## config.mk

```make
export PLATFORM = sky130hd
export DESIGN_NAME = ifu_fetch
export DESIGN_NICKNAME = d
export VERILOG_FILES = /design/src/rtl/ifu_fetch.sv
export SDC_FILE = /design/constraint.sdc
export NUM_CORES = 1
export LEC_CHECK = 0
export CAP_MARGIN = 20
export CORE_UTILIZATION = 68
export DETAILED_ROUTE_END_ITERATION = 10
export DONT_BUFFER_PORTS = 1
export PLACE_DENSITY = 0.84
export SLEW_MARGIN = 20
export SYNTH_ARGS = -nofsm -noshare
export SYNTH_HDL_FRONTEND = slang
export SYNTH_SLANG_ARGS = --single-unit
```

## constraint.sdc

```tcl
create_clock -name clk -period 12.6 [get_ports clk]
set_input_delay 1.89 -clock clk [delete_from_list [all_inputs] [get_ports clk]]
set_output_delay 1.89 -clock clk [all_outputs]
set_load 0.01 [all_outputs]
```

## src/rtl/ifu_fetch.sv

```systemverilog
// Instruction fetch unit: owns the PC, issues single-outstanding ROM fetches and
// buffers returned words in a small FIFO feeding the IF/ID register.
module ifu_fetch #(
    parameter logic [31:0] RESET_ADDR = 32'h0000_0000,
    parameter int          DEPTH      = 2,
    parameter logic [31:0] NOP_INST   = 32'h0000_0013
) (
    input  logic        clk,
    input  logic        rst,
    input  logic        jump_en_i,
    input  logic [31:0] jump_addr_i,
    input  logic        hold_flag_i,
    output logic        rom_req_o,
    output logic [31:0] rom_addr_o,
    input  logic        rom_gnt_i,
    input  logic        rom_rvalid_i,
    input  logic [31:0] rom_rdata_i,
    output logic        inst_valid_o,
    output logic [31:0] inst_o,
    output logic [31:0] inst_addr_o
);

    localparam int PW = (DEPTH > 1) ? $clog2(DEPTH) : 1;
    localparam int CW = PW + 1;

    typedef enum logic [1:0] {IDLE, REQ, RSP} state_e;

    typedef struct packed {
        logic [31:0] addr;
        logic [31:0] inst;
    } entry_t;

    state_e        state_q, state_d;
    logic          kill_q, kill_d;
    logic [31:0]   pc_q, pc_d;
    logic [31:0]   req_addr_q, req_addr_d;
    logic [CW-1:0] count_q, count_d;
    logic [PW-1:0] rd_ptr_q, rd_ptr_d;
    logic [PW-1:0] wr_ptr_q, wr_ptr_d;
    entry_t        buf_q [DEPTH];

    logic          req;
    logic [31:0]   addr;
    logic          push;
    logic          pop;
    logic          has_space;
    logic [CW:0]   occ;
    entry_t        head;

    // The outstanding fetch reserves a slot so its response always fits.
    always_comb begin
        occ       = {1'b0, count_q} + (CW+1)'(state_q == RSP);
        has_space = occ < (CW+1)'(DEPTH);
    end

    always_comb begin
        head         = buf_q[rd_ptr_q];
        inst_valid_o = (count_q != '0) && !jump_en_i;
        inst_o       = inst_valid_o ? head.inst : NOP_INST;
        inst_addr_o  = inst_valid_o ? head.addr : 32'h0;
        pop          = inst_valid_o && !hold_flag_i;
    end

    always_comb begin
        state_d    = state_q;
        kill_d     = kill_q;
        pc_d       = pc_q;
        req_addr_d = req_addr_q;
        req        = 1'b0;
        addr       = pc_q;
        push       = 1'b0;
        case (state_q)
            IDLE: begin
                if (has_space && !jump_en_i) begin
                    req        = 1'b1;
                    req_addr_d = pc_q;
                    if (rom_gnt_i) begin
                        pc_d    = pc_q + 32'd4;
                        state_d = RSP;
                    end else begin
                        state_d = REQ;
                    end
                end
            end
            REQ: begin
                // Bus address comes from req_addr_q so a jump cannot disturb it.
                req  = 1'b1;
                addr = req_addr_q;
                if (jump_en_i) kill_d = 1'b1;
                if (rom_gnt_i) begin
                    state_d = RSP;
                    if (!kill_q) pc_d = req_addr_q + 32'd4;
                end
            end
            RSP: begin
                if (rom_rvalid_i) begin
                    push    = !kill_q && !jump_en_i;
                    kill_d  = 1'b0;
                    state_d = IDLE;
                end else if (jump_en_i) begin
                    kill_d = 1'b1;
                end
            end
            default: state_d = IDLE;
        endcase
        if (jump_en_i) pc_d = jump_addr_i & 32'hFFFF_FFFC;
    end

    always_comb begin
        rom_req_o  = req && !rst;
        rom_addr_o = addr;
    end

    always_comb begin
        rd_ptr_d = rd_ptr_q;
        wr_ptr_d = wr_ptr_q;
        count_d  = count_q;
        if (jump_en_i) begin
            rd_ptr_d = '0;
            wr_ptr_d = '0;
            count_d  = '0;
        end else begin
            if (push) wr_ptr_d = wr_ptr_q + PW'(1);
            if (pop)  rd_ptr_d = rd_ptr_q + PW'(1);
            count_d = count_q + CW'(push) - CW'(pop);
        end
    end

    always_ff @(posedge clk) begin
        if (rst) begin
            state_q    <= IDLE;
            kill_q     <= 1'b0;
            pc_q       <= RESET_ADDR;
            req_addr_q <= RESET_ADDR;
            count_q    <= '0;
            rd_ptr_q   <= '0;
            wr_ptr_q   <= '0;
        end else begin
            state_q    <= state_d;
            kill_q     <= kill_d;
            pc_q       <= pc_d;
            req_addr_q <= req_addr_d;
            count_q    <= count_d;
            rd_ptr_q   <= rd_ptr_d;
            wr_ptr_q   <= wr_ptr_d;
        end
    end

    always_ff @(posedge clk) begin
        if (push) buf_q[wr_ptr_q] <= '{addr: req_addr_q, inst: rom_rdata_i};
    end

endmodule

```

* Word level (Yosys, flattened, before mapping)
Memory sizes are Yosys's and may differ from the RTL's. A register that Yosys moved wholly into a read port is not among the register bits.
Cells that the tools add are included.
** Storage, ports and cells
- Flip-flop bits (word level) :: 71
- Output and inout port bits :: 98
- Bits in writable memories :: 128
- Word-level logic and storage cells :: 72
- Memories :: 1
** Operators by class
- Add/subtract/negate cells :: 7
- Reductions and logical operators :: 19
- Equality and inequality tests :: 11
- Multiplexer cells :: 25
- Magnitude comparators :: 1
** Memories
- buf_q :: depth 2, bits a word 64, read ports 1, clocked after Yosys merged registers in 1, wr ports 1, RTL line 40 : entry_t buf_q [DEPTH];
** Operators by type and width (number)
- two-way mux 32 bit :: 8
- adder 32 x 3 -> 32 bit, second input constant :: 2
- case mux 32 bit (2 select lines) :: 1
- != test 3 bit, second input constant :: 4
- != test 2 bit, second input constant :: 5
- AND reduction 5 bit :: 2
- two-way mux 1 bit :: 9
- two-way mux 2 bit :: 4
- case mux 2 bit (3 select lines) :: 1
- nonzero test 2 bit :: 3
- logical AND 1 bit :: 5
- logical NOT 1 bit :: 4
- case mux 1 bit (2 select lines) :: 2
- adder 2 x 1 -> 3 bit :: 1
- < comparator 3 x 2 -> 1 bit, second input constant :: 1
- AND reduction 3 bit :: 1
- nonzero test 3 bit :: 1
- adder 1 bit, second input constant :: 2
- adder 2 x 1 -> 2 bit :: 1
- == test 2 x 1 -> 1 bit, second input constant :: 1
- == test 2 bit, second input constant :: 1
- logical NOT 2 bit :: 1
- AND reduction 2 bit :: 1
- OR reduction 2 bit :: 1
- subtractor 2 x 1 -> 2 bit :: 1

* Longest topological paths before layout
- Word-level depth :: 7
- Gate-level depth with buffers :: 15
- Mapped depth without buffers :: 11

* Worst setup path before layout
OpenSTA, ideal clock, no wires.
- Kind :: in2reg
- Start point :: input port jump_en_i
- End point :: memory buf_q[0][0] (netlist name), enable pin
- Stages on the path :: 4
- Setup slack :: 6979 ps
- Path buffers :: 1
- Data arrival time :: 5135 ps
- Required time :: 12114 ps
- Path through :: clkbuf_1 -> nor3_1 -> inv_1 -> nor2_1
** On the way
- Cells in the longest elaborated chain, start to end :: 6
** Ends and longest elaborated chain
- start, declared :: RTL line 10 : input logic jump_en_i,
- logical NOT 1 bit :: RTL line 97 : push = !kill_q && !jump_en_i;
- logical AND 1 bit :: RTL line 97
- two-way mux 1 bit :: RTL line 96 : if (rom_rvalid_i) begin
- two-way mux 1 bit :: RTL line 72 : case (state_q)
- two-way mux 1 bit :: RTL line 150 : if (push) buf_q[wr_ptr_q] <= '{addr: req_addr_q, inst: rom_rdata_i};
- two-way mux 1 bit (implied by the code) :: RTL line 150
- end, declared :: RTL line 40
No other way between the ends.

* Worst setup path after layout
- Start point :: input port jump_en_i
- End point :: output port rom_req_o
** On the way
- Cells in the longest elaborated chain, start to end :: 5
** Ends and longest elaborated chain
- logical NOT 1 bit :: RTL line 74 : if (has_space && !jump_en_i) begin
- logical AND 1 bit :: RTL line 74
- two-way mux 1 bit :: RTL line 74
- case mux 1 bit (2 select lines) :: RTL line 72
- logical AND 1 bit :: RTL line 110 : rom_req_o = req && !rst;
- end, declared :: RTL line 13 : output logic rom_req_o,
No other way between the ends.

==> key figures <==
Run status
  • Outcome: finished clean

GRT
  • Met2 GRT Util: a little under half
  • Largest net degree at the start of global routing: between 70 and 80
  • GR Layer Usage met1: between 30% and 40%
  • Vias in the first global route: between 5000 and 6000
  • Gr usage total: 28.3%
  • Global-route wire length before repair: 28.7 mm
  • GRT Max-Usage Layer: met2
  • Total gr overflow: 0
  • Met3 Track Usage GR: a little under a tenth
  • Initial antenna violation count: 0

Floorplanning
  • Ports: roughly 170
  • Core area: between 0.01 and 0.015 sq mm
  • Starting density of the core: a little over two thirds
  • Die height: approximately 120 um
  • Row count: 41
  • Die W: approximately 120 um
  • Die Area: ~0.014 sq mm

Clocking
  • CTS Sinks: 200
  • Cts bufs inserted: 17
  • H-tree lvl count: 4
  • Setup Buffers After CTS: 0
  • Clk Tree Root Cell: clkbuf_16
  • CTS tree: built
  • Worst-path clk slew: about 0.070 ns
  • Maximum root-to-sink buffer count: 2
  • Clock Latency Late Sink: roughly 0.43 ns
  • Hold-fix buffers, CTS: 0
  • Post-CTS Resized: 0

Power
  • Power Density: roughly 140 mW/mm^2
  • Combinational share of power: roughly 9%
  • Worst IR drop on VDD: between 0.08 and 0.09 mV
  • Sw Ratio: 24.4%
  • Internal: slightly above 1 mW
  • Leak: between 3 and 4 nW
  • Sequential Power Share: 53.8%
  • Net switching power: about 0.33 mW
  • Clock Power Share: a little under two fifths

Timing
  • Setup violators final: 0
  • Worst slew margin: 28.9%
  • Worst slew pin tran: about 1.1 ns
  • Final worst-path cycle share: between 30% and 40%
  • Setup TNS Final: 0 ns
  • RSZ-0062 raised after global routing: false
  • Setup Skew: roughly 0.0057 ns
  • Crit path time final: roughly 5.0 ns
  • Final slew viol count: 0
  • Fin. Hold Viols: 0
  • Fmax: about 0.2 GHz

Worst setup path
  • Startpoint types: primary input
  • WS Path Type: primary input to output pin
  • Max FO, Critical Path: just under 80
  • Crit path required time: around 11 ns
  • CP arrival: 3.11 ns
  • CP endpoint kind: output pin
  • Crit-path max cell delay: just under 0.5 ns
  • CP delay by family, top: compound AO/OA/AOI/OAI gates
  • Critical-path cell list: a211oi_1 > nand2_2 > a21oi_1
  • WP buf/inv: 0
  • CP max stage cell: nand2_2

Logic synthesis
  • Top cells by count, synth: edfxtp_1, nor2_1, nand2_1
  • Count leader, synth: edfxtp_1
  • Yosys warns: 0
  • Synth Area per Inst: 11.0 sq um
  • Top cell type's share of synthesized area: between 40 and 50%
  • Post-synth top flop: edfxtp_1
  • Largest area contributor in the netlist: edfxtp_1
  • Library cells used by synthesis: 57
  • Register area share after synthesis: between 50% and 60%
  • Synthesized cell area: 0.00900 sq mm
  • Synth Net Count: 895
  • Synth Instances: around 800
  • Post-synth ARST share: 0%
  • Post-synth EDFFs: 128
  • Synth Register Bits: 200
  • Dominant cells by area after synthesis: edfxtp_1, dfxtp_1, mux2i_1

Placed design
  • Post-DP Area: 0.00906 sq mm
  • Routability cong.: 0.878
  • HPWL Detailed: around 12 mm
  • IO Port Bufs: 0

Run
  • Max-cap violation count: 0

Drt
  • DRC viols: 0
  • DRT Pass-1 Iters: 5
  • WL/cell: ~20 um
  • Post-DRT Antenna Nets: 0
  • Via count: a little over 6000
  • Iter 0 DRT Violations: ~470
  • Vias per inst: ~6.2
  • Overall routed net length: roughly 19 mm

Worst hold path
  • Worst min-delay path class: flip-flop to flip-flop

Layout
  • Inserted Diodes: 0
  • Area delta synth->final: 7.16%
  • Fill count: between 800 and 900
  • Layout cell share with drive strength beyond 1: 10.0%
  • Final instance area: slightly below 0.01 sq mm
  • Nets@finish: slightly below 900
-- routing by layer --
layer / share of wire [%] / vias up
li1: - / 2877
met1: 40 / 2929
met2: 49 / 242
met3: 8.4 / 46
met4: 3.0 / 0
met5: 0 / -
-- worst paths after layout --
path                            from                          end  slack (ns)  cells after the start
max                        jump_en_i                    rom_req_o        7.60                      3
min            pc_q[30]$_SDFFE_PP0P_  req_addr_q[30]$_SDFFE_PP0P_        0.46                      2
max reg2reg  state_q[1]$_SDFFE_PP0P_        pc_q[26]$_SDFFE_PP0P_        8.83                     11
min reg2reg    pc_q[30]$_SDFFE_PP0P_  req_addr_q[30]$_SDFFE_PP0P_        0.46                      2
-- logic make-up after synthesis --
family | share of synthesized area [%]
buffers and inverters | 3.21
adders and majority gates | 0.834
muxes | 11.3
and+or+nand+nor | 14.7
DFF | 58.7
AOI/OAI and AO/OA | 8.59
xor gates and xnor gates | 2.72
-- metrics by stage --
stage          util (%)  hold WS, ns  std cells  total power, mW  worst slack (ns)
5_1_grt            75.5        0.479        979             1.41              7.46
3_3_place_gp       70.9        0.441        946            0.864              7.22
6_report           75.5        0.463        979             1.36              7.60
3_5_place_dp       71.0        0.454        946            0.869              7.41
2_1_floorplan         -        0.442        819            0.846              6.98
4_1_cts            75.3        0.463        978             1.37              7.41
-- sequential cells by signal (all words and copies together) (netlist names), named ones only --
register	cells
buf_q	128
pc_q	32
req_addr_q	32
count_q	2
state_q	2
kill_q	1
rd_ptr_q	1
wr_ptr_q	1
-- power by group through the flow --
stage | registers (mW) | clock network (mW) | logic [mW]
2_1_floorplan | 0.742 | 0 | 0.104
3_3_place_gp | 0.746 | 0 | 0.118
3_5_place_dp | 0.748 | 0 | 0.121
4_1_cts | 0.733 | 0.514 | 0.122
5_1_grt | 0.736 | 0.538 | 0.136
6_report | 0.734 | 0.508 | 0.123
-- layout by cell type, fill, tap and decap left out, types with 2 or more instances in the layout --
cell type / Yosys / routed
mux2i_1: 71 / 71
nor2_1: 119 / 118
ha_1: 6 / 5
buf_4: 0 / 5
nand3b_1: 6 / 6
nand4b_1: 3 / 3
clkinv_1: 0 / 2
o22ai_1: 4 / 4
inv_8: 0 / 2
a21oi_1: 73 / 73
a221oi_1: 4 / 4
nand2_1: 102 / 101
o21ai_0: 4 / 4
clkbuf_16: 0 / 17
a31oi_1: 4 / 4
clkinv_4: 0 / 2
nand4_2: 2 / 2
a22oi_1: 3 / 3
nand4_1: 7 / 7
nor2b_1: 4 / 4
nor3_2: 3 / 3
edfxtp_1: 128 / 128
nand3_1: 12 / 12
xor2_1: 8 / 8
nor3_1: 11 / 11
clkinvlp_4: 0 / 4
xnor2_1: 20 / 20
inv_1: 18 / 18
dfxtp_1: 72 / 71
o211ai_1: 2 / 2
a211oi_1: 15 / 15
nand2b_1: 4 / 4
a211oi_2: 2 / 2
and3_1: 6 / 6
mux2_2: 27 / 27
o21ai_1: 2 / 2
clkinv_2: 0 / 2
nor3b_1: 3 / 3
-- tightest hold or removal path: stages, from the launching register on --
cell and delay (ns):
dfxtp_1 0.32, nand2_1 0.06, a21oi_1 0.05
-- layout make-up --
cell class | instances | area, sq um | share of cell area (%)
Clock buffer | 18 | 429 | 4.45
Clock inverter | 14 | 126 | 1.31
Inverter | 19 | 71.3 | 0.739
Multi-Input combinational cell | 550 | 3450 | 35.8
Sequential cell | 200 | 5290 | 54.8
Tap cell | 172 | 215 | 2.23
Timing Repair Buffer | 6 | 65.1 | 0.674
Note: power is estimated with default switching activity, not from simulation.
